File: src/rtl/dmem_arbiter_pkg.sv
// dmem_arbiter_pkg: shared grant encoding and default host wait bound for the DataMem arbiter
package dmem_arbiter_pkg;
  typedef enum logic [1:0] {GNT_NONE, GNT_CORE, GNT_HOST} arb_gnt_t;
  localparam int DMEM_MAX_WAIT_DEF = 4;
endpackage

File: src/rtl/dmem_arbiter_if.sv
// dmem_arbiter_if: core/host request ports and DataMem bus; master = requesters + memory, slave = arbiter
interface dmem_arbiter_if #(parameter int W = 8);
  logic         core_req, core_we, core_gnt, core_rvalid;
  logic [W-1:0] core_addr, core_wdata, core_rdata;
  logic         host_req, host_we, host_gnt, host_rvalid;
  logic [W-1:0] host_addr, host_wdata, host_rdata;
  logic         mem_we;
  logic [W-1:0] mem_addr, mem_wdata, mem_rdata;
  modport master (
    output core_req, core_we, core_addr, core_wdata,
    output host_req, host_we, host_addr, host_wdata, mem_rdata,
    input  core_gnt, core_rdata, core_rvalid, host_gnt, host_rdata, host_rvalid,
    input  mem_we, mem_addr, mem_wdata
  );
  modport slave (
    input  core_req, core_we, core_addr, core_wdata,
    input  host_req, host_we, host_addr, host_wdata, mem_rdata,
    output core_gnt, core_rdata, core_rvalid, host_gnt, host_rdata, host_rvalid,
    output mem_we, mem_addr, mem_wdata
  );
endinterface

File: src/rtl/dmem_arbiter_rd_port.sv
// arb_rd_port: per-port read-data register with a one-cycle rvalid pulse, loaded on a granted read
module arb_rd_port #(parameter int W = 8) (
  input  logic         clk,
  input  logic         rst_n,
  input  logic         ld_i,
  input  logic [W-1:0] d_i,
  output logic [W-1:0] rdata_o,
  output logic         rvalid_o
);
  logic [W-1:0] rdata_q;
  logic         rvalid_q;
  always_ff @(posedge clk or negedge rst_n) begin
    if (!rst_n) begin
      rdata_q  <= '0;
      rvalid_q <= 1'b0;
    end else begin
      rvalid_q <= ld_i;
      if (ld_i) rdata_q <= d_i;
    end
  end
  assign rdata_o  = rdata_q;
  assign rvalid_o = rvalid_q;
endmodule

File: src/rtl/dmem_arbiter.sv
// dmem_arbiter: core-priority arbiter for DataMem with bounded host starvation.
// Define DMEM_ARB_STATS_EN to add the saturating conflict_cnt output.
module dmem_arbiter
  import dmem_arbiter_pkg::*;
#(
  parameter int W        = 8,
  parameter int MAX_WAIT = DMEM_MAX_WAIT_DEF
) (
  input  logic Clk,
  input  logic Reset_n,
  dmem_arbiter_if.slave bus
`ifdef DMEM_ARB_STATS_EN
  , output logic [15:0] conflict_cnt
`endif
);
  localparam logic [3:0] MW = 4'(MAX_WAIT);
  arb_gnt_t   gnt;
  logic [3:0] wait_q, wait_d;
  // host wins outright when alone, or once it has been denied MAX_WAIT cycles in a row
  always_comb begin
    gnt = (bus.host_req && (!bus.core_req || wait_q == MW)) ? GNT_HOST :
          bus.core_req ? GNT_CORE : GNT_NONE;
    wait_d = (gnt == GNT_HOST) ? 4'd0 :
             (bus.host_req && wait_q != MW) ? wait_q + 4'd1 : wait_q;
  end
  assign bus.core_gnt  = gnt == GNT_CORE;
  assign bus.host_gnt  = gnt == GNT_HOST;
  assign bus.mem_we    = (gnt == GNT_HOST) ? bus.host_we    : (gnt == GNT_CORE) ? bus.core_we    : 1'b0;
  assign bus.mem_addr  = (gnt == GNT_HOST) ? bus.host_addr  : (gnt == GNT_CORE) ? bus.core_addr  : '0;
  assign bus.mem_wdata = (gnt == GNT_HOST) ? bus.host_wdata : (gnt == GNT_CORE) ? bus.core_wdata : '0;
  always_ff @(posedge Clk or negedge Reset_n) begin
    if (!Reset_n) wait_q <= 4'd0;
    else          wait_q <= wait_d;
  end
  arb_rd_port #(.W(W)) u_core_rd (
    .clk(Clk), .rst_n(Reset_n), .ld_i(bus.core_gnt & ~bus.core_we), .d_i(bus.mem_rdata),
    .rdata_o(bus.core_rdata), .rvalid_o(bus.core_rvalid)
  );
  arb_rd_port #(.W(W)) u_host_rd (
    .clk(Clk), .rst_n(Reset_n), .ld_i(bus.host_gnt & ~bus.host_we), .d_i(bus.mem_rdata),
    .rdata_o(bus.host_rdata), .rvalid_o(bus.host_rvalid)
  );
`ifdef DMEM_ARB_STATS_EN
  logic [15:0] conflict_q;
  always_ff @(posedge Clk or negedge Reset_n) begin
    if (!Reset_n)                                                   conflict_q <= 16'd0;
    else if (bus.core_req && bus.host_req && conflict_q != 16'hFFFF) conflict_q <= conflict_q + 16'd1;
  end
  assign conflict_cnt = conflict_q;
`endif
endmodule

File: src/flat_wrapper.sv
// flat-port wrapper written by rule: the top's interface ports become plain ports
module dmem_arbiter_flat import dmem_arbiter_pkg::*;
#(
  parameter int W        = 8,
  parameter int MAX_WAIT = DMEM_MAX_WAIT_DEF
)
  (Clk, Reset_n, bus_core_req, bus_core_we, bus_core_addr, bus_core_wdata, bus_host_req, bus_host_we, bus_host_addr, bus_host_wdata, bus_mem_rdata, bus_core_gnt, bus_core_rdata, bus_core_rvalid, bus_host_gnt, bus_host_rdata, bus_host_rvalid, bus_mem_we, bus_mem_addr, bus_mem_wdata);
  dmem_arbiter_if #(.W(W)) bus_i ();
  input  logic Clk;
  input  logic Reset_n;
  input wire logic [$bits(bus_i.core_req)-1:0] bus_core_req;
  input wire logic [$bits(bus_i.core_we)-1:0] bus_core_we;
  input wire logic [$bits(bus_i.core_addr)-1:0] bus_core_addr;
  input wire logic [$bits(bus_i.core_wdata)-1:0] bus_core_wdata;
  input wire logic [$bits(bus_i.host_req)-1:0] bus_host_req;
  input wire logic [$bits(bus_i.host_we)-1:0] bus_host_we;
  input wire logic [$bits(bus_i.host_addr)-1:0] bus_host_addr;
  input wire logic [$bits(bus_i.host_wdata)-1:0] bus_host_wdata;
  input wire logic [$bits(bus_i.mem_rdata)-1:0] bus_mem_rdata;
  output wire logic [$bits(bus_i.core_gnt)-1:0] bus_core_gnt;
  output wire logic [$bits(bus_i.core_rdata)-1:0] bus_core_rdata;
  output wire logic [$bits(bus_i.core_rvalid)-1:0] bus_core_rvalid;
  output wire logic [$bits(bus_i.host_gnt)-1:0] bus_host_gnt;
  output wire logic [$bits(bus_i.host_rdata)-1:0] bus_host_rdata;
  output wire logic [$bits(bus_i.host_rvalid)-1:0] bus_host_rvalid;
  output wire logic [$bits(bus_i.mem_we)-1:0] bus_mem_we;
  output wire logic [$bits(bus_i.mem_addr)-1:0] bus_mem_addr;
  output wire logic [$bits(bus_i.mem_wdata)-1:0] bus_mem_wdata;
  assign bus_i.core_req = bus_core_req;
  assign bus_i.core_we = bus_core_we;
  assign bus_i.core_addr = bus_core_addr;
  assign bus_i.core_wdata = bus_core_wdata;
  assign bus_i.host_req = bus_host_req;
  assign bus_i.host_we = bus_host_we;
  assign bus_i.host_addr = bus_host_addr;
  assign bus_i.host_wdata = bus_host_wdata;
  assign bus_i.mem_rdata = bus_mem_rdata;
  assign bus_core_gnt = bus_i.core_gnt;
  assign bus_core_rdata = bus_i.core_rdata;
  assign bus_core_rvalid = bus_i.core_rvalid;
  assign bus_host_gnt = bus_i.host_gnt;
  assign bus_host_rdata = bus_i.host_rdata;
  assign bus_host_rvalid = bus_i.host_rvalid;
  assign bus_mem_we = bus_i.mem_we;
  assign bus_mem_addr = bus_i.mem_addr;
  assign bus_mem_wdata = bus_i.mem_wdata;
  dmem_arbiter #(.W(W), .MAX_WAIT(MAX_WAIT)) u_core (.Clk(Clk), .Reset_n(Reset_n), .bus(bus_i));
endmodule
File: config.mk
export PLATFORM = sky130hd
export DESIGN_NAME = dmem_arbiter_flat
export DESIGN_NICKNAME = d
export VERILOG_FILES = /design/src/rtl/dmem_arbiter_pkg.sv /design/src/rtl/dmem_arbiter_if.sv /design/src/rtl/dmem_arbiter_rd_port.sv /design/src/rtl/dmem_arbiter.sv /design/src/flat_wrapper.sv
export SDC_FILE = /design/constraint.sdc
export NUM_CORES = 1
export LEC_CHECK = 0
export ABC_AREA = 1
export BUFFER_PORTS_ARGS = -buffer_cell sky130_fd_sc_hd__buf_2
export CORE_AREA = 2 2 44 76
export DETAILED_ROUTE_END_ITERATION = 10
export DIE_AREA = 0 0 46 78
export GPL_TIMING_DRIVEN = 0
export HOLD_SLACK_MARGIN = 0.02
export PLACE_DENSITY = 0.82
export SKIP_CTS_REPAIR_TIMING = 1
export SYNTH_ARGS = -nofsm -noshare
export SYNTH_HDL_FRONTEND = slang
export SYNTH_HIERARCHICAL = 1
export SYNTH_SLANG_ARGS = --single-unit
File: constraint.sdc
create_clock -name Clk -period 4.8 [get_ports Clk]
set_input_delay 0.72 -clock Clk [delete_from_list [all_inputs] [get_ports Clk]]
set_output_delay 0.72 -clock Clk [all_outputs]
set_load 0.02 [all_outputs]
* Word-level counts from Yosys, hierarchy flattened
Index checks and enable logic that the tools add are counted.
Storage, ports and cells: input port bits 46, flip-flop bits (word level) 22, logic and storage cells 29, output and inout port bits 37
Operators by class: bitwise operators 4, eq/ne operators 4, reduce and logical (&&, ||, !) cells 5, muxes and demuxes 10, add/subtract/negate cells 1
Operators by type and width (count):
- $mux W8 | 4
- $mux W4 | 2
- $add A4 B1 Y4 const B | 1
- $eq A4 B3 Y1 const B | 1
- $ne A4 B3 Y1 const B | 1
- $mux W1 | 3
- $and A1 B1 Y1 | 2
- $eq A2 B1 Y1 const B | 1
- $eq A2 B2 Y1 const B | 1
- $logic_and A1 B1 Y1 | 2
- $mux W2 | 1
- $not A1 Y1 | 2
- $reduce_bool A2 Y1 | 1
- $logic_not A1 Y1 | 1
- $logic_or A1 B1 Y1 | 1

* Longest topological paths before layout
Gate-level depths: netlist of the first run.
word-level depth 7, gate-level depth with buffers 10, gate-level depth less buffers 8

* Modules after synthesis
Netlist of the first run, hierarchy kept.
By module, submodules not included:
- arb_rd_port | instances 2, cells an instance 35, seq. area each 225.2 µm², area each 330.3 µm²
- dmem_arbiter | instances 1, cells an instance 92, seq. area each 100.1 µm², area each 583.1 µm²

* Worst setup path before layout of the first run
OpenSTA, ideal clock, no wires.
kind input -> output, from input port bus_core_req, to output port bus_mem_addr[0], required time 4080 ps, stages 6, setup slack 2760 ps, data arrival time 1320 ps, path buffers 1, cells stage by stage inv_1 > nand2_1 > nand2_1 > buf_4 > nand2_1 > nand2_1
Between the ends: elaborated cells on any way between the ends 9, classes of those cells 2 x eq/ne; 4 x mux; 3 x reduce/logical
RTL lines:
- start: declaration | RTL line flat_wrapper.sv:11 | input wire logic [$bits(bus_i.core_req)-1:0] bus_core_req;
- $logic_not A1 Y1 | RTL line dmem_arbiter.sv:21 | gnt = (bus.host_req && (!bus.core_req || wait_q == MW)) ? GNT_HOST :
- $logic_or A1 B1 Y1 | RTL line dmem_arbiter.sv:21
- $logic_and A1 B1 Y1 | RTL line dmem_arbiter.sv:21
- $mux W2 * | RTL line dmem_arbiter.sv:21
- $eq A2 B2 Y1 *
- named net bus_host_gnt | RTL line flat_wrapper.sv:23 | output wire logic [$bits(bus_i.host_gnt)-1:0] bus_host_gnt;
- $mux W8 * | RTL line dmem_arbiter.sv:29 | assign bus.mem_addr = (gnt == GNT_HOST) ? bus.host_addr : (gnt == GNT_CORE) ? bus.core_addr : '0;
- end: declaration | RTL line flat_wrapper.sv:27 | output wire logic [$bits(bus_i.mem_addr)-1:0] bus_mem_addr;
Mark *: on every way through the listed nets, which the timed path passes. The rest lies on a longest branch.

* Worst setup path after layout of the first run
from register u_core.wait_q[0], to output port bus_mem_addr[5]
Between the ends: cells in the longest elaborated chain, start to end 7, elaborated cells on any way between the ends 8, classes of those cells 3 x eq/ne; 3 x mux; 2 x reduce/logical
RTL lines:
- start: declaration | RTL line dmem_arbiter.sv:18 | logic [3:0] wait_q, wait_d;
- start signal: assignment | RTL line dmem_arbiter.sv:33 | else wait_q <= wait_d;
- $eq A4 B3 Y1 * | RTL line dmem_arbiter.sv:21
- $logic_or A1 B1 Y1 * | RTL line dmem_arbiter.sv:21
- $logic_and A1 B1 Y1 * | RTL line dmem_arbiter.sv:21
- $mux W2 * | RTL line dmem_arbiter.sv:21
- $eq A2 B1 Y1 | RTL line dmem_arbiter.sv:29
- $mux W8 | RTL line dmem_arbiter.sv:29
- $mux W8 * | RTL line dmem_arbiter.sv:29
Mark *: on every way between the ends. The rest lies on a longest branch, timed or not.

==> Flow_metrics.wiki, run 1 <==
{| class="wikitable"
! Metric !! Value
|-
| Detailed placement HPWL || 2446 um
|-
| Number of failing hold endpoints at the final stage || 0
|-
| Setup TNS || 0 ns
|-
| Post-Syn Area per Cell || 7.677 sq um
|-
| CTS buffer count || 3
|-
| Area Overhead vs Synth || 40.24%
|-
| Horizontal extent of the die || roughly 46 um
|-
| Overall routing resource usage || 16.90%
|-
| Number of distinct library cells after synthesis || 17
|-
| Worst Hold Slack || 0.4079 ns
|-
| Crit Reg-Reg Startpoint || u_core/wait_q[0]
|-
| Dominant cells by area after synthesis || sky130_fd_sc_hd__dfrtp_1 44%, sky130_fd_sc_hd__nand2_1 28%, sky130_fd_sc_hd__nand3_2 7.2%
|-
| Filler Cells Inserted || 280
|-
| Synth Warn # || 6
|-
| Inserted Diodes || 0
|-
| Max-capacitance violation count || 0
|-
| Clock-pin slew of the registers on the worst-case setup and hold paths || around 0.070 ns
|-
| Synthesized cell area || 1244 sq um
|-
| Boundary Pins || 83
|-
| Worst hold path type || in -> async
|-
| TritonCTS clock tree || built
|-
| End-of-flow core utilization || 59.57%
|-
| Run status || completed
|-
| Yosys top cell area share || between 40% and 50%
|-
| Share of final-layout standard cells stronger than drive strength 1 || 42.74%
|-
| Clock Latency Late Sink || 0.25 ns
|-
| Critical path endpoint category || output pin
|-
| Total count of max-transition violations in the final report || 0
|-
| Number of nets in the finished design || 297
|-
| Number of sinks on the clock net || 22
|-
| Register-to-Register Path Depth || 10
|-
| Minimum period implied by the final worst setup slack || 2.381 ns
|-
| Syn Nets || 210
|-
| Power per cell area || ~310 nW/um^2
|-
| DR vias || 1287
|-
| Reg-to-reg endpoint || u_core/u_host_rd/rdata_o[3]
|-
| Number of placement rows || 26
|-
| Maximum clock skew at final layout || between 0.0015 and 0.002 ns
|-
| Startpoint types || flop
|-
| Initial cell density of the core || between 40% and 50%
|-
| Count of input and output buffers || 82
|-
| Sequential cell area fraction in the yosys report || 44.27%
|-
| Slew HR || 69.07%
|-
| Overall power consumption || 548.8 uW
|-
| Count of unresolved DRC violations after routing || 0
|-
| Transition time at the pin with the least slew margin || 0.4639 ns
|-
| Post-synth top area cell || sky130_fd_sc_hd__dfrtp_1
|-
| Worst voltage drop across the vdd grid || between 0.1 and 0.15 mV
|-
| Wire length of the first global-routing pass || 4698 um
|-
| Setup slack after placement || 2.509 ns
|-
| Avg WL per Cell || 10.86 um
|-
| Required time at the worst-slack endpoint || 4.08 ns
|-
| Kind of critical path || reg -> out
|-
| DRT antenna net count || 0
|-
| Achievable Freq || between 400 and 500 MHz
|-
| LEAKAGE || roughly 0.0011 uW
|-
| Period Utilization, post-route || roughly half
|-
| Critical Path Fanout Max || 10
|-
| Reg2reg setup slack || 3.06 ns
|-
| Drt initial violations || 11
|-
| Final setup margin || 2.419 ns
|-
| H-tree Lvls || 1
|-
| Unrepaired setup endpoints after global routing || false
|-
| DR pass1 iterations || 4
|-
| Die Outline Area || 3588 sq um
|-
| Core area || 2928 sq um
|-
| Synthesized netlist cell count || 162
|-
| Vias per cell || 4.663
|-
| Count of state elements after synthesis || 22
|-
| CTS Buffer Depth || 2
|-
| Gr ovfl total || 0
|-
| RePlAce Congestion || 0.7983
|-
| Total length of routed wires || 2996 um
|-
| Signal arrival time at the worst endpoint || 1.66 ns
|-
| Number of antenna violations at the first check in global routing || 0
|-
| Final Setup Violations || 0
|-
| Master cell of the clock root buffer || sky130_fd_sc_hd__clkbuf_8
|-
| Largest net degree at the start of global routing || 23
|-
| Number of global-route vias before repair || approximately 1200
|-
| Die span in y || 78 um
|}
[metrics by stage]
| stage | instances | area (sq um) |
|---|---|---|
| floorplan | 162 | 1244 |
| global placement | 272 | 1689 |
| detailed placement | 272 | 1689 |
| CTS | 276 | 1744 |
| global route | 276 | 1744 |
| finish | 276 | 1744 |
[Yosys cell counts (all sizes together)]
cell type / instances
a21oi: 1
buf: 7
clkbuf: 1
dfrtp: 22
ha: 2
inv: 8
nand2: 94
nand3: 18
nand4: 3
nor2: 4
o21ai: 1
xor2: 1
[metal layers]
metal	vias to the layer above	track usage, %	wire length, um
li1	673	-	-
met1	555	16.72	1143
met2	57	32.50	1634
met3	2	2.558	204
met4	0	5.429	13
met5	-	0	0
[report_power, final]
| part | switching (uW) | leakage [uW] | total [uW] | internal, uW |
|---|---|---|---|---|
| clock | 53.7 | 0.0000288 | 127 | 72.9 |
| combinational | 119 | 0.000777 | 191 | 71.2 |
| sequential | 17.5 | 0.000278 | 232 | 214 |
[kinds of logic (layout without fill, tap and decap cells)]
| logic type | after synthesis | in the layout | synth area share (%) |
|---|---|---|---|
| xor gates and xnor gates | 1 | 1 | 0.7044 |
| AOI/OAI and AO/OA | 2 | 2 | 1.710 |
| adders and majority gates | 2 | 2 | 2.012 |
| DFF | 22 | 22 | 44.27 |
| and+or+nand+nor | 119 | 119 | 42.45 |
| buffers and inverters | 16 | 102 | 8.853 |
[worst max-delay path by stage]
stage / start / endpoint / slack (ns) / depth (start not counted)
2_1_floorplan: bus_core_req / bus_mem_addr[0] / 2.76 / 6
3_3_place_gp: bus_host_req / bus_mem_addr[4] / 2.51 / 7
3_5_place_dp: bus_host_req / bus_mem_addr[2] / 2.51 / 7
4_1_cts: u_core/wait_q[0] / bus_mem_addr[3] / 2.42 / 8
5_1_grt: u_core/wait_q[0] / bus_mem_wdata[1] / 2.30 / 8
6_report: u_core/wait_q[0] / bus_mem_addr[5] / 2.42 / 8
[flip-flops by register name, summed over array words and instances (netlist names)]
register	cells
u_core/u_core_rd/rvalid_o	1
u_core/u_host_rd/rvalid_o	1
u_core/u_host_rd/rdata_o	8
u_core/wait_q	4
u_core/u_core_rd/rdata_o	8
[cell type report]
cell class	count	area, sq um	share of cell area, %
timing repair buffer	82	410.4	23.53
sequential	22	550.5	31.56
tap	28	35.03	2.009
inverter	8	30.03	1.722
multi-input combinational	124	583.1	33.43
buffer	8	80.08	4.591
clock buffer	4	55.05	3.156
[worst max-delay path: stages, from the launching register on]
cell	delay, ns
sky130_fd_sc_hd__dfrtp_1	0.42
sky130_fd_sc_hd__inv_1	0.10
sky130_fd_sc_hd__ha_1	0.18
sky130_fd_sc_hd__nand4_2	0.13
sky130_fd_sc_hd__buf_6	0.17
sky130_fd_sc_hd__buf_12	0.15
sky130_fd_sc_hd__nand3_2	0.06
sky130_fd_sc_hd__nand2_1	0.05
sky130_fd_sc_hd__buf_2	0.15
[cell usage in the layout (no fill, tap or decap)]
cell / instances
sky130_fd_sc_hd__clkbuf_1: 1
sky130_fd_sc_hd__inv_1: 6
sky130_fd_sc_hd__buf_4: 3
sky130_fd_sc_hd__dfrtp_1: 22
sky130_fd_sc_hd__nand4_2: 1
sky130_fd_sc_hd__buf_2: 82
sky130_fd_sc_hd__xor2_1: 1
sky130_fd_sc_hd__buf_6: 3
sky130_fd_sc_hd__o21ai_0: 1
sky130_fd_sc_hd__clkbuf_8: 4
sky130_fd_sc_hd__nand3_2: 9
sky130_fd_sc_hd__buf_12: 1
sky130_fd_sc_hd__nand2_1: 94
sky130_fd_sc_hd__nand3_1: 9
sky130_fd_sc_hd__nand4_1: 2
sky130_fd_sc_hd__a21oi_4: 1
sky130_fd_sc_hd__ha_1: 2
sky130_fd_sc_hd__inv_2: 2
sky130_fd_sc_hd__nor2_1: 4
(Power assumes the default switching activity.)
==> inputs of run 2 (changes only) <==
ABC_AREA = 0   (was 1)
PLACE_DENSITY = 0.77   (was 0.82)
clock period = 2.4 ns   (was 4.8 ns; I/O delays follow)
==> run 2 against run 1 <==
  * Global-route usage shrank 1.9 points
  * Utilization fell by 5.0 points
  * Register-to-register slack worse by 2.7 ns
  * Worst setup slack got worse by 2.2 ns
  * Hold slack worse by 0.35 ns
  * Power rose by 100%
  * Critical path type unchanged
  * Largest cell class is now flip-flops and latches
==> Flow_metrics.wiki, run 2 <==
{| class="wikitable"
! Metric !! Value
|-
| Number of placement rows || 26 (unchanged)
|-
| Startpoint types || flop
|-
| Overall routing resource usage || 15.04% (-1.9 points)
|-
| Multiplexer area fraction after synthesis || 21.62% (+22 points)
|-
| Number of nets in the finished design || 217 (-27%)
|-
| Kind of critical path || reg -> out
|-
| Detailed placement HPWL || 2263 um (-7.5%)
|-
| Number of distinct library cells after synthesis || 18 (+1)
|-
| Core area || 2928 sq um (unchanged)
|-
| Register-to-Register Path Depth || 8 (-2)
|-
| Yosys top cell area share || 49.55% (+5.3 points)
|-
| Required time at the worst-slack endpoint || 2.04 ns (-2.04 ns)
|-
| Crit-path max cell delay || 0.42 ns (about the same)
|-
| Syn Nets || 130 (-38%)
|-
| Wire length of the first global-routing pass || 4119 um (-12%)
|-
| Standard cell area after detailed placement || 1556 sq um (-7.9%)
|-
| Max-capacitance violation count || 0 (unchanged)
|-
| Boundary Pins || 83 (unchanged)
|-
| Period Utilization, post-route || 89.98%
|-
| Transition time at the pin with the least slew margin || 0.4677 ns (+0.003734 ns)
|-
| CTS Buffer Depth || 2 (unchanged)
|-
| Horizontal extent of the die || 46 um (unchanged)
|-
| Overall power consumption || 1100 uW (+100%)
|-
| Area of all placed cells without fillers || 1598 sq um (-8.4%)
|-
| Largest net degree at the start of global routing || 23 (unchanged)
|-
| Slowest library cell on the worst path || sky130_fd_sc_hd__dfrtp_1
|-
| Number of failing hold endpoints at the final stage || 0 (unchanged)
|-
| Count of flip-flops with a built-in enable after synthesis || 0 (unchanged)
|-
| Combinational family with the most area after synthesis || multiplexers
|-
| LEAKAGE || 0.0008960 uW (-17%)
|-
| Most common library cell in the layout ignoring fill and taps || sky130_fd_sc_hd__buf_2
|-
| Asr flop ratio synth || 100.0% (unchanged)
|-
| CTS buffer count || 3 (unchanged)
|-
| Critical Path Fanout Max || 10 (unchanged)
|-
| Run status || completed
|-
| Die span in y || 78 um (unchanged)
|-
| Share of synthesized cell area in full adder, half adder and majority cells || 2.252% (+0.24 points)
|-
| Area occupied by multi-input gates || 501.7 sq um (-14%)
|-
| Filler Cells Inserted || 250 (-11%)
|-
| Minimum period implied by the final worst setup slack || 2.160 ns
|-
| XOR/XNOR share of the synthesized area || 1.577% (+0.87 points)
|-
| Critical path endpoint category || output pin
|-
| DR vias || 986 (-23%)
|-
| Final setup margin || 0.2404 ns (-2.179 ns)
|-
| Avg WL per Cell || 13.89 um (+28%)
|-
| Post-Syn Area per Cell || 13.55 sq um (+76%)
|-
| Vias per cell || 5.056 (+8.4%)
|-
| RePlAce Congestion || 0.8104 (+1.5%)
|-
| Count of state elements after synthesis || 22 (unchanged)
|-
| Drt initial violations || 15 (+4)
|-
| Total length of routed wires || 2708 um (-9.6%)
|-
| Master cell of the clock root buffer || sky130_fd_sc_hd__clkbuf_8
|-
| Final Setup Violations || 0 (unchanged)
|-
| Signal arrival time at the worst endpoint || 1.80 ns (+0.14 ns)
|-
| Setup TNS || 0 ns (unchanged)
|-
| Dominant cells by area after synthesis || sky130_fd_sc_hd__dfrtp_1 50%, sky130_fd_sc_hd__mux2_4 22%, sky130_fd_sc_hd__a22o_1 13%
|-
| Worst voltage drop across the vdd grid || 0.2642 mV (+100%)
|-
| Worst Hold Slack || 0.05398 ns (-0.3539 ns)
|-
| Gr ovfl total || 0 (unchanged)
|-
| Share of final-layout standard cells stronger than drive strength 1 || 64.67% (+22 points)
|-
| Synth Warn # || 6 (unchanged)
|-
| Sequential cell area fraction in the yosys report || 49.55% (+5.3 points)
|-
| Synthesized netlist cell count || 82 (-49%)
|-
| Post-synth top area cell || sky130_fd_sc_hd__dfrtp_1
|-
| Most used cells in the layout excluding fill and tap cells || 84 x sky130_fd_sc_hd__buf_2, 22 x sky130_fd_sc_hd__dfrtp_1, 17 x sky130_fd_sc_hd__a22o_1, 16 x sky130_fd_sc_hd__mux2_4, 4 x sky130_fd_sc_hd__nand2_1
|-
| Number of global-route vias before repair || 1007 (-18%)
|-
| Achievable Freq || 463.0 MHz
|-
| TritonCTS clock tree || built
|-
| Number of antenna violations at the first check in global routing || 0 (unchanged)
|-
| Sequence of cells on the critical path || inv_1 > ha_1 > nand4b_1 > nand2_2 > inv_2 > buf_6 > a22o_1 > buf_2
|-
| Worst hold path type || in -> async
|-
| Top delay family on crit path || buffers and inverters
|-
| Total count of max-transition violations in the final report || 0 (unchanged)
|-
| Power per cell area || 688.1 nW/um^2 (+120%)
|-
| Clock Latency Late Sink || 0.25 ns (about the same)
|-
| Inserted Diodes || 0 (unchanged)
|-
| Die Outline Area || 3588 sq um (unchanged)
|-
| Synthesized cell area || 1111 sq um (-11%)
|-
| Count of input and output buffers || 82 (unchanged)
|-
| Area Overhead vs Synth || 43.81%
|-
| Buffers plus inverters on the worst setup path || 4 (unchanged)
|-
| Initial cell density of the core || 37.95% (-4.5 points)
|-
| Share of the synthesized area in compound gates (AO/OA/AOI/OAI) || 14.86% (+13 points)
|-
| Most frequent cell after synthesis || sky130_fd_sc_hd__dfrtp_1
|-
| DR pass1 iterations || 4 (unchanged)
|-
| Top cell types by occurrence after synthesis || 22 x sky130_fd_sc_hd__dfrtp_1, 17 x sky130_fd_sc_hd__a22o_1, 16 x sky130_fd_sc_hd__mux2_4, 4 x sky130_fd_sc_hd__nand2_1
|-
| DRT antenna net count || 0 (unchanged)
|-
| H-tree Lvls || 1 (unchanged)
|-
| Post-synth top flop || sky130_fd_sc_hd__dfrtp_1
|-
| Synth Area in Simple Gates || 4.842% (-38 points)
|-
| Setup slack after placement || 0.3408 ns (-2.169 ns)
|-
| Number of sinks on the clock net || 22 (unchanged)
|-
| Sequential cell area || 550.5 sq um (unchanged)
|-
| Slew HR || 68.82% (-0.25 points)
|-
| Maximum clock skew at final layout || 0.003133 ns (+0.001271 ns)
|-
| Crit path depth || 8 (unchanged)
|-
| Count of unresolved DRC violations after routing || 0 (unchanged)
|-
| Unrepaired setup endpoints after global routing || false
|-
| Clock-pin slew of the registers on the worst-case setup and hold paths || 0.07 ns (about the same)
|}
==> run 2: layer usage <==
metal / global-route usage [%] / up-vias / share of wire (%)
li1: - / 468 / -
met1: 15.77 / 455 / 38
met2: 26.81 / 61 / 54
met3: 2.791 / 2 / 7.5
met4: 6.857 / 0 / 0.63
met5: 0 / - / 0
==> run 2: layout make-up <==
type | instances | share of cell area, %
clock buffers | 3 | 2.584
inverters | 4 | 0.9397
flip-flops and latches | 22 | 34.46
plain buffers | 5 | 2.741
well taps | 28 | 2.193
repair buffers | 82 | 25.69
multi-input cells | 51 | 31.40
==> run 2: cells by family after synthesis <==
group	count (synthesis)
DFF	22
and+or+nand+nor	11
AOI/OAI and AO/OA	20
buffers and inverters	9
muxes	16
adders and majority gates	2
xor gates and xnor gates	2
==> run 2: path summary, 6_finish.rpt <==
path,from,endpoint,slack [ns]
setup / recovery,u_core/wait_q[0],bus_mem_wdata[5],0.24
min in group Clk,bus_host_we,u_core/u_host_rd/rvalid_o,0.31
max in group asynchronous,Reset_n,u_core/u_host_rd/rdata_o[1],2.02
hold reg to reg,u_core/u_host_rd/rdata_o[7],u_core/u_host_rd/rdata_o[7],0.51
hold / removal,Reset_n,u_core/u_host_rd/rdata_o[7],0.05
setup reg to reg,u_core/wait_q[0],u_core/u_host_rd/rdata_o[6],0.32
==> run 2: power by group <==
part / internal [uW] / leakage [uW] / switching, uW
sequential: 435 / 0.000268 / 35.9
clock: 111 / 0.0000216 / 99.7
combinational: 196 / 0.000606 / 222
==> run 2: stage by stage <==
stage | utilization, % | std cells
floorplan | - | 82
global placement | 53.16 | 192
detailed placement | 53.16 | 192
CTS | 54.57 | 195
global route | 54.57 | 195
finish | 54.57 | 195
==> inputs of run 3 (changes only) <==
==> constraint.sdc (replaced) <==
create_clock -name Clk -period 2.4 [get_ports Clk]
set_input_delay 0.12 -clock Clk [delete_from_list [all_inputs] [get_ports Clk]]
set_output_delay 0.12 -clock Clk [all_outputs]
set_load 0.02 [all_outputs]
==> run 3 against run 2 <==
  * Register-to-register slack about the same
  * Wire length up 0.85%
  * First-iteration DRC count unchanged
  * Sequential cell count unchanged
  * Non-clock buffer count up 1
  * Sequential share of layout area down 0.21 points
  * Design area up 0.63%
  * Hold slack better by 0.014 ns
  * Die area unchanged
  * Fmax up 4.0%
==> Flow_metrics.wiki, run 3 (synthesized netlist as in run 2, its figures left out) <==
{| class="wikitable"
! Metric !! Value
|-
| Drt initial violations || 15 (unchanged)
|-
| Master cell of the clock root buffer || sky130_fd_sc_hd__clkbuf_8
|-
| Kind of critical path || reg -> reg
|-
| Signal arrival time at the worst endpoint || 2.21 ns (+0.41 ns)
|-
| Buffers plus inverters on the worst setup path || 3 (-1)
|-
| Critical Path Fanout Max || 10 (unchanged)
|-
| Slew HR || 68.79% (about the same)
|-
| Comb power frac || 38.1% (about the same)
|-
| Overall routing resource usage || 15.04% (unchanged)
|-
| DR vias || 990 (+0.41%)
|-
| Net switching power figure || 358.0 uW (+0.10%)
|-
| LEAKAGE || 0.0009002 uW (+0.47%)
|-
| Number of placement rows || 26 (unchanged)
|-
| Number of antenna violations at the first check in global routing || 0 (unchanged)
|-
| Unrepaired setup endpoints after global routing || false
|-
| Number of global-route vias before repair || 1007 (unchanged)
|-
| Most common library cell in the layout ignoring fill and taps || sky130_fd_sc_hd__buf_2
|-
| Count of input and output buffers || 82 (unchanged)
|-
| Share of final-layout standard cells stronger than drive strength 1 || 64.29% (-0.38 points)
|-
| Filler Cells Inserted || 249 (-0.40%)
|-
| Final Setup Violations || 0 (unchanged)
|-
| Max-capacitance violation count || 0 (unchanged)
|-
| Vias per cell || 5.051 (-0.11%)
|-
| Slowest library cell on the worst path || sky130_fd_sc_hd__dfrtp_1
|-
| Run status || completed
|-
| Minimum period implied by the final worst setup slack || 2.077 ns (-0.08288 ns)
|-
| Area Overhead vs Synth || 44.71%
|-
| Top delay family on crit path || buffers and inverters
|-
| Avg WL per Cell || 13.93 um (+0.33%)
|-
| Total count of max-transition violations in the final report || 0 (unchanged)
|-
| Clock Latency Late Sink || 0.25 ns (about the same)
|-
| Share of total power consumed by net switching || 32.51% (about the same)
|-
| Horizontal extent of the die || 46 um (unchanged)
|-
| Area of all placed cells without fillers || 1608 sq um (+0.63%)
|-
| Number of nets in the finished design || 218 (+0.46%)
|-
| Count of unresolved DRC violations after routing || 0 (unchanged)
|-
| Total length of routed wires || 2731 um (+0.85%)
|-
| Inserted Diodes || 0 (unchanged)
|-
| Wire length of the first global-routing pass || 4119 um (unchanged)
|-
| Sequence of cells on the critical path || inv_1 > ha_1 > nand4b_1 > o21ai_1 > buf_2 > nor2b_1 > buf_6 > mux2_4
|-
| Worst hold path type || in -> reg
|-
| TritonCTS clock tree || built
|-
| Cell-internal power || 743.0 uW (+0.14%)
|-
| Detailed placement HPWL || 2263 um (unchanged)
|-
| CTS buffer count || 3 (unchanged)
|-
| Reg power frac || 42.8% (about the same)
|-
| Reg2reg setup slack || 0.32 ns (about the same)
|-
| Worst voltage drop across the vdd grid || 0.2642 mV (about the same)
|-
| Number of failing hold endpoints at the final stage || 0 (unchanged)
|-
| Crit-path max cell delay || 0.42 ns (about the same)
|-
| Startpoint types || flop
|-
| Required time at the worst-slack endpoint || 2.53 ns (+0.49 ns)
|-
| Clock-pin slew of the registers on the worst-case setup and hold paths || 0.07 ns (about the same)
|-
| Boundary Pins || 83 (unchanged)
|-
| Achievable Freq || 481.5 MHz (+4.0%)
|-
| RePlAce Congestion || 0.8104 (unchanged)
|-
| H-tree Lvls || 1 (unchanged)
|-
| Maximum clock skew at final layout || 0.003133 ns (unchanged)
|-
| Setup TNS || 0 ns (unchanged)
|-
| Die Outline Area || 3588 sq um (unchanged)
|-
| Period Utilization, post-route || 86.53% (-3.5 points)
|-
| Number of sinks on the clock net || 22 (unchanged)
|-
| Transition time at the pin with the least slew margin || 0.4681 ns (+0.0004137 ns)
|-
| Core area || 2928 sq um (unchanged)
|-
| Most used cells in the layout excluding fill and tap cells || 84 x sky130_fd_sc_hd__buf_2, 22 x sky130_fd_sc_hd__dfrtp_1, 17 x sky130_fd_sc_hd__a22o_1, 16 x sky130_fd_sc_hd__mux2_4, 4 x sky130_fd_sc_hd__nand2_1
|-
| CTS Buffer Depth || 2 (unchanged)
|-
| Largest net degree at the start of global routing || 23 (unchanged)
|-
| DRT antenna net count || 0 (unchanged)
|-
| DR pass1 iterations || 4 (unchanged)
|-
| Clock network fraction of total power || 19.2% (about the same)
|-
| Gr ovfl total || 0 (unchanged)
|-
| Die span in y || 78 um (unchanged)
|-
| Standard cell area after detailed placement || 1556 sq um (unchanged)
|-
| Initial cell density of the core || 37.95% (unchanged)
|-
| Power per cell area || 684.8 nW/um^2 (-0.49%)
|-
| Critical path endpoint category || flop
|}
[run 3: changes by cell type in the layout (fill, tap and decap cells not counted)]
cell / delta
sky130_fd_sc_hd__dlygate4sd3_1: +1
[run 3: layout make-up]
cell class	count	area (sq um)	share of cell area [%]
plain buffers	5	43.79	2.724
repair buffers	83	420.4	26.15
clock buffers	3	41.29	2.568
inverters	4	15.01	0.9339
well taps	28	35.03	2.179
multi-input cells	51	501.7	31.21
flip-flops and latches	22	550.5	34.24
[run 3: path summary, 6_finish.rpt]
check,depth (start not counted),endpoint,from
worst min-delay path,2,u_core/u_host_rd/rvalid_o,bus_host_we
worst max-delay path,8,u_core/u_host_rd/rdata_o[6],u_core/wait_q[0]
max in group asynchronous,2,u_core/u_host_rd/rdata_o[1],Reset_n
worst max register to register,8,u_core/u_host_rd/rdata_o[6],u_core/wait_q[0]
worst min register to register,1,u_core/u_host_rd/rdata_o[7],u_core/u_host_rd/rdata_o[7]
min in group asynchronous,2,u_core/u_host_rd/rdata_o[7],Reset_n
[run 3: layer usage]
metal,up-vias,part of all wire [%],GRT usage (%),wire length [um]
met3,2,7.5,2.791,204
li1,470,-,-,-
met1,457,38,15.77,1038
met5,-,0,0,0
met2,61,54,26.81,1470
met4,0,0.62,6.857,17
[run 3: power by group through the flow]
| stage | Combinational, uW | Sequential, uW | Clock, uW |
|---|---|---|---|
| floorplan | 195 | 546 | 0 |
| global placement | 412 | 473 | 0 |
| detailed placement | 418 | 478 | 0 |
| CTS | 421 | 471 | 224 |
| global route | 449 | 478 | 244 |
| finish | 419 | 471 | 211 |
[run 3: through the flow]
step / cells / setup WS, ns / hold slack [ns] / utilization, % / power [uW]
floorplan: 82 / 0.5018 / -0.1756 / - / 741.5
global placement: 192 / 0.4005 / 0.08957 / 53.16 / 884.6
detailed placement: 192 / 0.3408 / 0.1029 / 53.16 / 896.6
CTS: 195 / 0.3193 / -0.1758 / 54.57 / 1116
global route: 196 / 0.2098 / 0.05830 / 54.91 / 1171
finish: 196 / 0.3233 / 0.06755 / 54.91 / 1101
